`src/rtl/if_fetch_pkg.sv`:
```
// Shared types and constants for the instruction-fetch stage.
// Widths, NOP encoding, FSM state encodings and the fetch-buffer entry layout.
package if_fetch_pkg;

    localparam int INST_WIDTH     = 32;
    localparam int SYS_ADDR_SPACE = 32;

    localparam logic [INST_WIDTH-1:0] NOP_INSTR = 32'h0000_0013;

    localparam logic [2:0] IF_IDLE  = 3'd0;
    localparam logic [2:0] IF_REQ   = 3'd1;
    localparam logic [2:0] IF_WAIT  = 3'd2;
    localparam logic [2:0] IF_HOLD  = 3'd3;
    localparam logic [2:0] IF_DRAIN = 3'd4;
    localparam logic [2:0] IF_TRAP  = 3'd5;

    typedef struct packed {
        logic [SYS_ADDR_SPACE-1:0] pc;
        logic [INST_WIDTH-1:0]     instr;
    } fetch_entry_t;

    function automatic logic [SYS_ADDR_SPACE-1:0] word_align(input logic [SYS_ADDR_SPACE-1:0] addr);
        return addr & ~SYS_ADDR_SPACE'(3);
    endfunction

endpackage

```
`src/rtl/if_fetch_fifo.sv`:
```
// fetch_fifo: synchronous FIFO of {pc, instr} entries with flush and occupancy count.
// Head entry is presented combinationally from the storage array.
module fetch_fifo
    import if_fetch_pkg::*;
#(
    parameter int DEPTH = 2,
    localparam int AW   = $clog2(DEPTH),
    localparam int CW   = AW + 1
) (
    input  logic         clk,
    input  logic         srst,
    input  logic         flush,
    input  logic         push,
    input  fetch_entry_t push_data,
    input  logic         pop,
    output logic         empty,
    output fetch_entry_t head,
    output logic [CW-1:0] count
);

    fetch_entry_t  mem [DEPTH];
    logic [AW-1:0] wr_ptr_reg;
    logic [AW-1:0] rd_ptr_reg;
    logic [CW-1:0] count_reg;
    logic          do_push;
    logic          do_pop;

    assign empty = (count_reg == '0);
    assign count = count_reg;
    assign head  = mem[rd_ptr_reg];

    // Flush wins over everything; a push into a full FIFO is only taken alongside a pop.
    assign do_pop  = pop && !empty && !flush;
    assign do_push = push && !flush && ((count_reg != CW'(DEPTH)) || do_pop);

    always_ff @(posedge clk) begin
        if (do_push) begin
            mem[wr_ptr_reg] <= push_data;
        end
    end

    always_ff @(posedge clk) begin
        if (srst || flush) begin
            wr_ptr_reg <= '0;
            rd_ptr_reg <= '0;
            count_reg  <= '0;
        end else begin
            if (do_push) begin
                wr_ptr_reg <= wr_ptr_reg + AW'(1);
            end
            if (do_pop) begin
                rd_ptr_reg <= rd_ptr_reg + AW'(1);
            end
            case ({do_push, do_pop})
                2'b10:   count_reg <= count_reg + CW'(1);
                2'b01:   count_reg <= count_reg - CW'(1);
                default: count_reg <= count_reg;
            endcase
        end
    end

endmodule

```
`src/rtl/if_fetch.sv`:
```
// if_fetch: instruction-fetch stage with PC, one-outstanding imem requests and a fetch buffer.
// Optional IF_MISALIGN_TRAP_EN adds misalign_o and a TRAP state for misaligned redirects.
module if_fetch
    import if_fetch_pkg::*;
#(
    parameter logic [SYS_ADDR_SPACE-1:0] RESET_PC   = 32'h0000_0000,
    parameter int                        FIFO_DEPTH = 2
) (
    input  logic                      clk_i,
    input  logic                      rst_i,
    output logic                      imem_req_o,
    output logic [SYS_ADDR_SPACE-1:0] imem_addr_o,
    input  logic                      imem_gnt_i,
    input  logic                      imem_rvalid_i,
    input  logic [INST_WIDTH-1:0]     imem_rdata_i,
    input  logic                      redirect_i,
    input  logic [SYS_ADDR_SPACE-1:0] redirect_pc_i,
    output logic [INST_WIDTH-1:0]     instr_o,
    output logic [SYS_ADDR_SPACE-1:0] pc_o,
    output logic                      valid_o,
    input  logic                      ready_i
`ifdef IF_MISALIGN_TRAP_EN
    ,
    output logic                      misalign_o
`endif
);

    localparam int CW = $clog2(FIFO_DEPTH) + 1;

    logic [2:0]                state_reg;
    logic [2:0]                state_next;
    logic [SYS_ADDR_SPACE-1:0] pc_reg;
    logic [SYS_ADDR_SPACE-1:0] pc_next;
    logic [SYS_ADDR_SPACE-1:0] redirect_target;
    logic                      redirect_bad;
    logic                      fifo_push;
    logic                      fifo_pop;
    logic                      fifo_flush;
    logic                      fifo_empty;
    logic [CW-1:0]             fifo_count;
    fetch_entry_t              fifo_head;
    fetch_entry_t              fifo_wdata;
    logic                      has_credit;
    logic                      granted;

`ifdef IF_MISALIGN_TRAP_EN
    assign redirect_target = redirect_pc_i;
    assign redirect_bad    = (redirect_pc_i[1:0] != 2'b00);
    assign misalign_o      = (state_reg == IF_TRAP);
`else
    assign redirect_target = word_align(redirect_pc_i);
    assign redirect_bad    = 1'b0;
`endif

    // Only REQ/HOLD consult credit; nothing is outstanding there, so occupancy alone decides.
    assign has_credit  = (fifo_count < CW'(FIFO_DEPTH));
    assign imem_req_o  = (state_reg == IF_REQ) && has_credit;
    assign imem_addr_o = pc_reg;
    assign granted     = imem_req_o && imem_gnt_i;

    assign valid_o    = !fifo_empty;
    assign instr_o    = fifo_empty ? NOP_INSTR : fifo_head.instr;
    assign pc_o       = fifo_empty ? '0 : fifo_head.pc;
    assign fifo_wdata = '{pc: pc_reg, instr: imem_rdata_i};

    always_comb begin
        state_next = state_reg;
        pc_next    = pc_reg;
        fifo_push  = 1'b0;
        fifo_pop   = valid_o && ready_i;
        fifo_flush = 1'b0;

        case (state_reg)
            IF_IDLE: state_next = IF_REQ;
            IF_REQ: begin
                if (granted) begin
                    state_next = IF_WAIT;
                end
            end
            IF_WAIT: begin
                if (imem_rvalid_i) begin
                    fifo_push = 1'b1;
                    pc_next   = pc_reg + SYS_ADDR_SPACE'(4);
                    // After this push, room remains unless the FIFO ends up full.
                    state_next = ((fifo_count < CW'(FIFO_DEPTH - 1)) || fifo_pop) ? IF_REQ : IF_HOLD;
                end
            end
            IF_HOLD: begin
                if (has_credit) begin
                    state_next = IF_REQ;
                end
            end
            IF_DRAIN: begin
                if (imem_rvalid_i) begin
                    state_next = IF_REQ;
                end
            end
            IF_TRAP: state_next = IF_TRAP;
            default: state_next = IF_IDLE;
        endcase

        if (redirect_i) begin
            fifo_flush = 1'b1;
            fifo_push  = 1'b0;
            fifo_pop   = 1'b0;
            pc_next    = redirect_target;
            case (state_reg)
                IF_WAIT:  state_next = imem_rvalid_i ? IF_REQ : IF_DRAIN;
                IF_REQ:   state_next = granted ? IF_DRAIN : IF_REQ;
                // A stale response landing with the redirect completes the drain.
                IF_DRAIN: state_next = imem_rvalid_i ? IF_REQ : IF_DRAIN;
                default:  state_next = IF_REQ;
            endcase
            if (redirect_bad) begin
                state_next = IF_TRAP;
            end
        end
    end

    always_ff @(posedge clk_i) begin
        if (rst_i) begin
            state_reg <= IF_IDLE;
            pc_reg    <= RESET_PC;
        end else begin
            state_reg <= state_next;
            pc_reg    <= pc_next;
        end
    end

    fetch_fifo #(
        .DEPTH(FIFO_DEPTH)
    ) u_fifo (
        .clk      (clk_i),
        .srst     (rst_i),
        .flush    (fifo_flush),
        .push     (fifo_push),
        .push_data(fifo_wdata),
        .pop      (fifo_pop),
        .empty    (fifo_empty),
        .head     (fifo_head),
        .count    (fifo_count)
    );

endmodule

```
`config.mk`:
```
export PLATFORM = sky130hd
export DESIGN_NAME = if_fetch
export DESIGN_NICKNAME = d
export VERILOG_FILES = /design/src/rtl/if_fetch_pkg.sv /design/src/rtl/if_fetch_fifo.sv /design/src/rtl/if_fetch.sv
export SDC_FILE = /design/constraint.sdc
export NUM_CORES = 1
export LEC_CHECK = 0
export CELL_PAD_IN_SITES_DETAIL_PLACEMENT = 0
export CELL_PAD_IN_SITES_GLOBAL_PLACEMENT = 2
export CORE_MARGIN = 5
export CORE_UTILIZATION = 35
export DETAILED_ROUTE_END_ITERATION = 8
export HOLD_SLACK_MARGIN = 0.03
export PLACE_DENSITY = 0.83
export SLEW_MARGIN = 20
export SYNTH_ARGS = -nofsm -noshare
export SYNTH_HDL_FRONTEND = slang
export SYNTH_SLANG_ARGS = --single-unit
```
`constraint.sdc`:
```
create_clock -name clk_i -period 7.4 [get_ports clk_i]
set_clock_uncertainty 0.2 [all_clocks]
set_input_delay 0.74 -clock clk_i [delete_from_list [all_inputs] [get_ports clk_i]]
set_output_delay 0.74 -clock clk_i [all_outputs]
set_load 0.05 [all_outputs]
```
==> out/qor.json <==
{
  "placement_rows": {"value": 51},
  "reg2regPathDepth": {"value": 5},
  "vias": {"value": 4981},
  "fmaxAchievable": {"value": 271, "unit": "MHz"},
  "max-vdd-ir-drop": {"value": 0.130, "unit": "mV"},
  "timing.rr.start": {"value": "state_reg[1]"},
  "post-route-worst-setup-slack": {"value": 3710, "unit": "ps"},
  "syn2layout_area_growth": {"value": 34.9, "unit": "%"},
  "p_leak": {"value": 0.00296, "unit": "uW"},
  "worstHoldPathType": {"value": "reg2reg"},
  "hold_path.startpoint": {"value": "u_fifo.rd_ptr_reg"},
  "hold_slack": {"value": 304, "unit": "ps"},
  "synth.avg_cell_area": {"value": 12.5, "unit": "sq um"},
  "max_ffs_per_register": {"value": 124},
  "clk_latency": {"value": 420, "unit": "ps"},
  "cts_tree": {"value": "yes"},
  "maxCapViolations": {"value": 0},
  "netlist_instances": {"value": 561},
  "cts.hold.buffers_added": {"value": 0},
  "slew_headroom": {"value": 0.368},
  "timing.critical_path.arrival": {"value": 2750, "unit": "ps"},
  "distinct_cell_type_count_after_synthesis": {"value": 54},
  "vertical_die_dimension": {"value": 151, "unit": "um"},
  "final-max-slew-violation-count": {"value": 0},
  "cts.repair_timing.setup_buffer_count": {"value": 0},
  "post_layout_cell_count": {"value": 994},
  "outcome": {"value": "completed"},
  "die_width": {"value": 151, "unit": "um"},
  "synthFlopType": {"value": "sky130_fd_sc_hd__edfxtp_1"},
  "rsz0062_at_grt": {"value": "no"},
  "worst-endpoint-required": {"value": 6460, "unit": "ps"},
  "design.portCount": {"value": 168},
  "grt_pass1_vias": {"value": 4874},
  "multi_input_area": {"value": 0.00232, "unit": "sq mm"},
  "grt.total_usage": {"value": 0.154},
  "synth-edff-count": {"value": 124},
  "fillerInstances": {"value": 1805},
  "core_area": {"value": 0.0196, "unit": "sq mm"},
  "slew_at_the_pin_closest_to_its_max_slew_limit": {"value": 945, "unit": "ps"},
  "cts-buffers-inserted": {"value": 17},
  "critPathMostFrequentCell": {"value": "sky130_fd_sc_hd__inv_1"},
  "yosysSeqAreaShare": {"value": 0.642},
  "initial_core_utilization": {"value": 0.357},
  "finalHoldViolCount": {"value": 0},
  "crit_chain": {"value": "inv_1 > ha_2 > buf_4 > inv_1 > nand2_1 > clkdlybuf4s50_1"},
  "numPlacedInstances": {"value": 961},
  "port_buffers": {"value": 161},
  "cp_slowest_stage_delay": {"value": 800, "unit": "ps"},
  "post_synth_instance_area": {"value": 0.00699, "unit": "sq mm"},
  "finalSetupViolations": {"value": 0},
  "diodes": {"value": 0},
  "clkSinkCount": {"value": 162},
  "drt_pre_antenna_iters": {"value": 4},
  "cts-root-to-sink-buffers": {"value": 2},
  "grt_pass1_wl": {"value": 27.1, "unit": "mm"},
  "drc_errors": {"value": 0},
  "clkTransAtPathRegs": {"value": 60, "unit": "ps"},
  "post-route-min-period": {"value": 3690, "unit": "ps"},
  "grt_antenna_before_repair": {"value": 0},
  "dp.final_hpwl": {"value": 11.9, "unit": "mm"},
  "timing.critical_path.fanout_max": {"value": 60},
  "postSynth.asyncResetShare": {"value": 0},
  "crit-reg2reg-capture": {"value": "u_fifo.mem[0][43]"},
  "cts.root.buffer_cell": {"value": "sky130_fd_sc_hd__clkbuf_16"},
  "floorplan.die_area": {"value": 0.0229, "unit": "sq mm"},
  "drive_above_1_share": {"value": 0.0617},
  "vias_per_cell": {"value": 5.01},
  "overflow": {"value": 0},
  "cts_resized": {"value": 0},
  "layout.area.seq": {"value": 0.00449, "unit": "sq mm"},
  "worstSetupEndpointType": {"value": "primary output"},
  "timing.setup.critical_path_class": {"value": "reg2out"},
  "ctsHtreeMaxLevel": {"value": 4},
  "grt_start_max_net_pins": {"value": 63},
  "worstSetupStartpointType": {"value": "register"},
  "first_drt_iteration_drcs": {"value": 320},
  "ys_ff_latch": {"value": 162},
  "layout_worst_path_cycle_share": {"value": 0.499},
  "fin_nets": {"value": 790},
  "hold_path_depth": {"value": 2},
  "setup_total_negative_slack": {"value": 0, "unit": "ps"},
  "dp_slack": {"value": 3470, "unit": "ps"},
  "routedWlPerCell": {"value": 17.8, "unit": "um"},
  "yosysWarningCount": {"value": 0},
  "finalWeightedCongestion": {"value": 0.740},
  "wl": {"value": 17.7, "unit": "mm"},
  "power-per-cell-area": {"value": 212, "unit": "mW/mm^2"},
  "crit_slowest_cell": {"value": "sky130_fd_sc_hd__clkdlybuf4s50_1"},
  "route.antenna.remaining_nets": {"value": 0},
  "r2r_slack": {"value": 4260, "unit": "ps"}
}
metrics by stage:
step	utilization	power, uW	cell area (sq um)
6_report	0.481	2000	9430
5_1_grt	0.481	2080	9430
4_1_cts	0.480	2020	9400
3_5_place_dp	0.452	1210	8860
3_3_place_gp	0.452	1210	8860
2_1_floorplan	-	1130	7000
power by group:
part	internal [uW]	switching (uW)
sequential	994	31.0
combinational	71.6	96.9
clock	462	346
Yosys cell counts, types with 9 or more instances:
| cell | n | area [sq um] |
|---|---|---|
| sky130_fd_sc_hd__dfxtp_1 | 38 | 761 |
| sky130_fd_sc_hd__nand4_1 | 11 | 68.8 |
| sky130_fd_sc_hd__a211oi_1 | 13 | 97.6 |
| sky130_fd_sc_hd__a311oi_1 | 10 | 87.6 |
| sky130_fd_sc_hd__mux2i_1 | 62 | 621 |
| sky130_fd_sc_hd__o21ai_0 | 9 | 45.0 |
| sky130_fd_sc_hd__xor2_1 | 9 | 78.8 |
| sky130_fd_sc_hd__nand2_1 | 25 | 93.8 |
| sky130_fd_sc_hd__nor4_1 | 9 | 56.3 |
| sky130_fd_sc_hd__clkbuf_1 | 29 | 109 |
| sky130_fd_sc_hd__nand3_1 | 22 | 110 |
| sky130_fd_sc_hd__edfxtp_1 | 124 | 3720 |
| sky130_fd_sc_hd__nor2_1 | 91 | 342 |
| sky130_fd_sc_hd__inv_1 | 15 | 56.3 |
worst max-delay path, delay by kind of cell, from the launching register on:
family        cells  cell delay [ps]
fa+ha+maj         1              190
buf+inv           4             1600
simple gates      1              110
flops             1              350
worst max-delay path by stage:
stage | from | to | slack [ps] | cells past startpoint
after floorplan | redirect_i | u_fifo.mem[0][0] | 2620 | 5
after global placement | imem_rvalid_i | u_fifo.mem[0][13] | 3500 | 6
after detailed placement | imem_rvalid_i | u_fifo.mem[0][29] | 3470 | 6
after CTS | register | pc_o[11] | 3620 | 3
after global routing | u_fifo.count[1] | instr_o[0] | 3510 | 6
final | u_fifo.count[1] | instr_o[0] | 3710 | 6
cell families (layout without fill, tap and decap cells):
group	Yosys count	in the layout	share of synthesized area
simple gates	203	203	0.145
other cells	1	4	0.000537
xor+xnor	13	13	0.0163
mux	63	63	0.0904
flops	162	162	0.642
fa+ha+maj	4	4	0.00716
buf+inv	50	215	0.0292
compound gates	65	65	0.0702
cell usage in the layout (no fill, tap or decap), types with 8 or more instances in the layout:
master and count:
sky130_fd_sc_hd__mux2i_1 62, sky130_fd_sc_hd__o21ai_0 9, sky130_fd_sc_hd__edfxtp_1 124, sky130_fd_sc_hd__a211oi_1 13, sky130_fd_sc_hd__nor2_1 90, sky130_fd_sc_hd__nor4_1 9, sky130_fd_sc_hd__nand3_1 22, sky130_fd_sc_hd__inv_1 15
sky130_fd_sc_hd__or4_1 8, sky130_fd_sc_hd__nand4_1 11, sky130_fd_sc_hd__clkbuf_16 17, sky130_fd_sc_hd__xor2_1 9, sky130_fd_sc_hd__nand2_1 25, sky130_fd_sc_hd__dfxtp_1 37, sky130_fd_sc_hd__a311oi_1 10, sky130_fd_sc_hd__nor3_1 8
sky130_fd_sc_hd__clkdlybuf4s50_1 161
layout make-up:
cell class              instances  area share
clock buffers                  19      0.0459
clock inverters                13      0.0118
inverters                      15     0.00597
multi-input cells             352       0.246
flip-flops and latches        162       0.476
well taps                     265      0.0352
repair buffers                168       0.179
metal layers:
metal / global-route usage / up-vias / wire length [um] / share of wire
met5: 0 / - / 0 / 0
met4: 0.0381 / 0 / 97 / 0.0055
met3: 0.0368 / 8 / 1140 / 0.064
met2: 0.258 / 143 / 8590 / 0.49
met1: 0.200 / 2410 / 7860 / 0.44
li1: - / 2420 / - / -
(Power assumes the default switching activity.)
